[src/rtl/tc_timer_pkg.sv]
// Shared constants for the tc_timer countdown timer: register offsets,
// FSM state encodings, MODE codes, CTRL bit positions, window bases and
// the byte-lane merge helper used for register writes.
package tc_timer_pkg;

   // Word offsets within a timer window (addr[3:2] of the bus address)
   localparam logic [1:0] OFF_CTRL   = 2'd0;
   localparam logic [1:0] OFF_PRESET = 2'd1;
   localparam logic [1:0] OFF_COUNT  = 2'd2;
   localparam logic [1:0] OFF_RSVD   = 2'd3;

   // FSM state encodings
   typedef enum logic [1:0] {
      ST_IDLE = 2'd0,
      ST_LOAD = 2'd1,
      ST_CNT  = 2'd2,
      ST_INT  = 2'd3
   } tc_state_e;

   // MODE codes; codes 2 and 3 behave as one-shot
   localparam logic [1:0] MODE_ONESHOT = 2'd0;
   localparam logic [1:0] MODE_RELOAD  = 2'd1;

   // CTRL bit positions
   localparam int CTRL_EN_BIT  = 0;
   localparam int CTRL_MODE_LO = 1;
   localparam int CTRL_MODE_HI = 2;
   localparam int CTRL_IM_BIT  = 3;

   // Window bases decoded by the bus bridge
   localparam logic [31:0] TC0_BASE = 32'h0000_7F00;
   localparam logic [31:0] TC1_BASE = 32'h0000_7F10;

   // Replace the byte lanes of old_val selected by mask with those of new_val
   function automatic logic [31:0] merge_bytes(input logic [31:0] old_val,
                                               input logic [31:0] new_val,
                                               input logic [3:0]  mask);
      logic [31:0] res;
      res = old_val;
      for (int i = 0; i < 4; i++) begin
         if (mask[i]) begin
            res[8*i +: 8] = new_val[8*i +: 8];
         end else begin
            res[8*i +: 8] = old_val[8*i +: 8];
         end
      end
      return res;
   endfunction

endpackage

[src/rtl/tc_timer.sv]
// tc_timer: memory-mapped countdown timer with one-shot and auto-reload
// modes, a read-only COUNT register and a maskable interrupt flag.
// Build option: define TC_BYTE_WRITE_EN to allow per-byte register writes;
// without it only full-word writes (byteen == 4'b1111) are accepted.
module tc_timer
   import tc_timer_pkg::*;
(
   input  logic        clk,
   input  logic        reset,
   input  logic        sel,
   input  logic [1:0]  addr,
   input  logic [3:0]  byteen,
   input  logic [31:0] wdata,
   output logic [31:0] rdata,
   output logic        irq
);

   tc_state_e   state_q, state_d;
   logic [3:0]  ctrl_q, ctrl_d;
   logic [31:0] preset_q, preset_d;
   logic [31:0] count_q, count_d;
   logic        irq_flag_q, irq_flag_d;

   logic [3:0]  wmask_s;
   logic        wr_s;
   logic        ctrl_b0_wr_s;
   logic        preset_wr_s;
   logic        en_s;
   logic        reload_s;

   // Effective byte-lane write mask for this cycle
   always_comb begin
      wmask_s = 4'b0000;
`ifdef TC_BYTE_WRITE_EN
      if (sel) begin
         wmask_s = byteen;
      end else begin
         wmask_s = 4'b0000;
      end
`else
      if (sel && (byteen == 4'b1111)) begin
         wmask_s = 4'b1111;
      end else begin
         wmask_s = 4'b0000;
      end
`endif
   end

   assign wr_s         = (wmask_s != 4'b0000);
   assign ctrl_b0_wr_s = wr_s && (addr == OFF_CTRL) && wmask_s[0];
   assign preset_wr_s  = wr_s && (addr == OFF_PRESET);
   assign en_s         = ctrl_q[CTRL_EN_BIT];
   // Only MODE 1 reloads; MODE 0/2/3 are one-shot
   assign reload_s     = (ctrl_q[CTRL_MODE_HI:CTRL_MODE_LO] == MODE_RELOAD);

   // FSM next state, counter, irq flag and bus-write merge
   always_comb begin
      state_d    = state_q;
      ctrl_d     = ctrl_q;
      preset_d   = preset_q;
      count_d    = count_q;
      irq_flag_d = irq_flag_q;

      case (state_q)
         ST_IDLE: begin
            if (en_s) begin
               state_d    = ST_LOAD;
               irq_flag_d = 1'b0;
            end else begin
               state_d    = ST_IDLE;
            end
         end
         ST_LOAD: begin
            count_d = preset_q;
            state_d = ST_CNT;
         end
         ST_CNT: begin
            if (!en_s) begin
               state_d = ST_IDLE;
            end else if (count_q == 32'd0) begin
               state_d    = ST_INT;
               irq_flag_d = 1'b1;
            end else begin
               count_d = count_q - 32'd1;
            end
         end
         ST_INT: begin
            if (reload_s) begin
               state_d    = ST_LOAD;
               irq_flag_d = 1'b0;
            end else begin
               ctrl_d[CTRL_EN_BIT] = 1'b0;
               state_d             = ST_IDLE;
            end
         end
         default: begin
            state_d = ST_IDLE;
         end
      endcase

      // Bus writes come last so they win over the FSM's own updates
      if (ctrl_b0_wr_s) begin
         ctrl_d     = wdata[3:0];
         irq_flag_d = 1'b0;
      end else begin
         ctrl_d     = ctrl_d;
      end

      if (preset_wr_s) begin
         preset_d = merge_bytes(preset_q, wdata, wmask_s);
      end else begin
         preset_d = preset_q;
      end
   end

   // State and register update with synchronous active-low reset
   always_ff @(posedge clk) begin
      if (!reset) begin
         state_q    <= ST_IDLE;
         ctrl_q     <= 4'h0;
         preset_q   <= 32'h0;
         count_q    <= 32'h0;
         irq_flag_q <= 1'b0;
      end else begin
         state_q    <= state_d;
         ctrl_q     <= ctrl_d;
         preset_q   <= preset_d;
         count_q    <= count_d;
         irq_flag_q <= irq_flag_d;
      end
   end

   // Zero-latency register read mux
   always_comb begin
      rdata = 32'h0;
      case (addr)
         OFF_CTRL:   rdata = {28'h0, ctrl_q};
         OFF_PRESET: rdata = preset_q;
         OFF_COUNT:  rdata = count_q;
         default:    rdata = 32'h0;
      endcase
   end

   assign irq = irq_flag_q & ctrl_q[CTRL_IM_BIT];

endmodule

[config.mk]
export PLATFORM = sky130hd
export DESIGN_NAME = tc_timer
export DESIGN_NICKNAME = d
export VERILOG_FILES = /design/src/rtl/tc_timer_pkg.sv /design/src/rtl/tc_timer.sv
export SDC_FILE = /design/constraint.sdc
export NUM_CORES = 1
export LEC_CHECK = 0
export ABC_AREA = 1
export CORE_ASPECT_RATIO = 1.5
export CORE_MARGIN = 1.5
export CORE_UTILIZATION = 50
export DETAILED_ROUTE_END_ITERATION = 10
export GPL_TIMING_DRIVEN = 0
export PLACE_DENSITY = 0.77
export SLEW_MARGIN = 20
export SYNTH_ARGS = -nofsm -noshare
export SYNTH_HDL_FRONTEND = slang
export SYNTH_SLANG_ARGS = --single-unit
[constraint.sdc]
create_clock -name clk -period 2.11 [get_ports clk]
set_clock_uncertainty 0.1 [all_clocks]
set_input_delay 0.5275 -clock clk [delete_from_list [all_inputs] [get_ports clk]]
set_output_delay 0.5275 -clock clk [all_outputs]
set_load 0.02 [all_outputs]
==> out/results.txt <==
Largest net degree at the start of global routing: 13. For the cell-internal power, the log shows 2.83 mW. Synthesis produced a netlist whose cell count is 654. The worst setup path category was register to primary output. The minimum period implied by the final worst setup slack was 2030 ps. The initial antenna violation count is 0. Number of detailed-route iterations in the first pass: 6. Among all flip-flop cells after synthesis, the most frequent one is sky130_fd_sc_hd__dfxtp_1. The aggregate global-route resource usage is 0.368. The die is 76.6 um wide. The DRC violations left is 0. The clock drives 71 sinks. Derived from the worst setup path, the maximum achievable clock frequency is 492 MHz.

Data on the critical path is required at its endpoint by 1480 ps. The run gives 40 as the number of placement rows. Once detail routing completed, the nets flagged for antenna violations numbered 0.

Setup repair after global routing left no endpoint under its margin. The arrival time reported for the critical path endpoint is 1410 ps. For the number of different library cells in the post-synthesis netlist, the log shows 26. The synthesis-to-finish area growth was 34.3%; the area of the mapped netlist was 4060 sq um. The floorplan step set the die height to 113 um. The cell count after placement came out at 831. Before CTS, the worst setup slack after placement is -1130 ps. Detailed-route wire length per cell: 18.2 um. Setup violations remaining at the end of the flow were counted as 0. The number of global-route vias before repair is 4830, and the die outline area is 8690 sq um. The tools report the worst supply voltage drop on vdd as 0.000554 V. Most area-hungry cell type in the Yosys netlist: sky130_fd_sc_hd__dfxtp_1.

After clock tree synthesis, the clock-pin slew on the worst setup and hold paths is 60 ps. The repair_antennas step left the layout with diodes totalling 0. After filler insertion, the fill cell instance count of the layout stands at 700.

The tools report the switching power as 802 uW. Yosys attributes the largest share of cell area to sky130_fd_sc_hd__dfxtp_1 (35%), sky130_fd_sc_hd__o21ai_0 (11%), sky130_fd_sc_hd__nand2_1 (10%). The tools report the starting density of the core as 0.511.

Endpoint class of the critical path: a primary output. The depth of the worst register-to-register path is 10. Along the worst hold path, the cell count comes to 2. The total leakage power was 2.41 nW.

74 I/O pins were placed. The largest fanout of any net on the critical path works out to 5. The share of synthesized flip-flops with an asynchronous set or reset was 0. For this run, the number of standard cells in the final layout without fillers is 851. For the final wirelength, the log shows 15.5 mm. The max-cap check violation count is 0. The part of the cycle the worst path needs was 0.963. Sorting the synthesized cells by how often they occur yields sky130_fd_sc_hd__nand2_1 (112), sky130_fd_sc_hd__nor2_1 (110), sky130_fd_sc_hd__o21ai_0 (87). The portion of the post-synthesis area used by sequential elements was 0.350; the count of buffers from port buffering was 72.

After detailed routing, the number of vias per cell comes to 5.78. The sequential power share was 0.372; the total nets after synthesis was 696. Among all cell types in the netlist, the one instantiated most often is sky130_fd_sc_hd__nand2_1. Switching part of the total power: 0.220.

Detailed placement finished with a half-perimeter wire length of 11.0 mm. For this run, the number of Yosys warnings is 0. At the end of the flow, the number of nets in the layout was 783. Yosys mapped a number of flops with a built-in enable equal to 0.

In this run the clock root is driven by a sky130_fd_sc_hd__clkbuf_16. The tools report the max-slew violation count as 0. Summing all flip-flop and latch instances after layout gives 1420 sq um. The worst-case headroom to the max-slew limit came out at 0.541. The reg-to-reg setup timing slack is 130 ps. The tightest min-delay check is of the register to register type. At the later pin of the worst-skew pair, clock insertion delay measures 340 ps. The first-pass GRT wire length was 24.6 mm; the top cell type's share of synthesized area was 0.350. The power per standard cell area works out to 666 nW/um^2.

The fraction of final layout cells sized beyond drive strength 1 was 0.130. The number of H-tree levels is 3. Clock network power share: 0.537. The routability congestion estimate from global placement came out at 0.973. The worst path meets setup with 77.3 ps of slack.

The run finished with clean final reports. Count of endpoints failing hold in the final timing report: 0. TritonCTS built the clock tree. Per-instance average area after synthesis: 6.21 sq um. The tools report the launching element type of the critical path as a register. For this run the aggregate overflow at the end of global routing stands at 0.

For the routed via count, the log shows 4918. The number of buffers created by CTS is 9. Counting flops and latches in the post-synthesis netlist gives 71. Fraction of power consumed by combinational cells: 0.091.

In this run the standard cell core region covers 7960 sq um. The transition time at the pin with the least slew margin is 689 ps, and the maximum buffer depth of the clock tree is 2. The run gives 447 as the DRC violation total after the first TritonRoute iteration. Area used by multi-input combinational logic: 2280 sq um.
## power by group through the flow
| stage | clock network (mW) | logic [mW] | registers, mW |
|---|---|---|---|
| 6_report | 1.95 | 0.331 | 1.35 |
| 3_5_place_dp | 0 | 0.280 | 1.38 |
| 2_1_floorplan | 0 | 0.140 | 1.38 |
| 4_1_cts | 1.94 | 0.321 | 1.35 |
| 5_1_grt | 2.00 | 0.356 | 1.35 |
| 3_3_place_gp | 0 | 0.276 | 1.38 |
## area by class of cell
class,count,area share
Inverter,84,0.0589
Multi-Input combinational cell,467,0.418
Clock buffer,11,0.0463
Timing Repair Buffer,76,0.119
Tap cell,105,0.0241
Clock inverter,5,0.0234
Buffer,32,0.0507
Sequential cell,71,0.260
## worst max-delay path: stages, from the launching register on
cell and delay [ps]:
sky130_fd_sc_hd__dfxtp_1 430, sky130_fd_sc_hd__inv_1 100, sky130_fd_sc_hd__o221ai_1 200, sky130_fd_sc_hd__clkdlybuf4s15_1 330
## metal layers
layer  routed length, um  global-route usage
met1                6030               0.415
met2                7660               0.638
met3                1050              0.0632
met4                 780               0.237
met5                   0                   0
## sequential cells by signal (all words and copies together), names as in the netlist
| register | count |
|---|---|
| count_q | 32 |
| preset_q | 32 |
| ctrl_q | 4 |
| state_q | 2 |
| irq_flag_q | 1 |
## cell families (layout without fill, tap and decap cells)
kind of cell,after synthesis,count (layout),share of synthesized area
and+or+nand+nor,286,286,0.296
AOI/OAI and AO/OA,180,180,0.236
buffers and inverters,116,208,0.116
DFF,71,71,0.350
adders and majority gates,1,1,0.00308
## final timing paths
check | start | end
setup / recovery | count_q[2] | rdata[2]
hold / removal | irq_flag_q | irq_flag_q
setup reg to reg | count_q[12] | count_q[3]
hold reg to reg | irq_flag_q | irq_flag_q
## placed cells by master (no fill, tap or decap), types with 16 or more instances in the layout
master / count
sky130_fd_sc_hd__buf_2: 16
sky130_fd_sc_hd__a21oi_1: 51
sky130_fd_sc_hd__clkbuf_1: 16
sky130_fd_sc_hd__nor2_1: 107
sky130_fd_sc_hd__o22ai_1: 19
sky130_fd_sc_hd__buf_4: 19
sky130_fd_sc_hd__nand3_1: 45
sky130_fd_sc_hd__clkdlybuf4s50_1: 37
sky130_fd_sc_hd__nand2_1: 111
sky130_fd_sc_hd__o21ai_0: 85
sky130_fd_sc_hd__inv_1: 80
sky130_fd_sc_hd__dfxtp_1: 71
## stage by stage
step                setup TNS, ps  hold WS [ps]  power, mW  utilization  instance area (sq um)
global placement           -39660           351       1.66        0.618                   4910
finish                          0           368       3.64        0.686                   5460
CTS                             0           376       3.62        0.680                   5410
floorplan                       0           336       1.52            -                   4060
detailed placement         -41330           360       1.66        0.618                   4910
global route                    0           406       3.71        0.686                   5460
## timing repair
item                       4_1_cts  5_1_grt
buffers inserted                 1        1
pin swaps                        1        2
setup endpoints to repair       44       76
hold buffers                     0        0
gates resized for setup        197       20
gates cloned                     2        0
No activity file was read; power rests on OpenSTA's default activity.
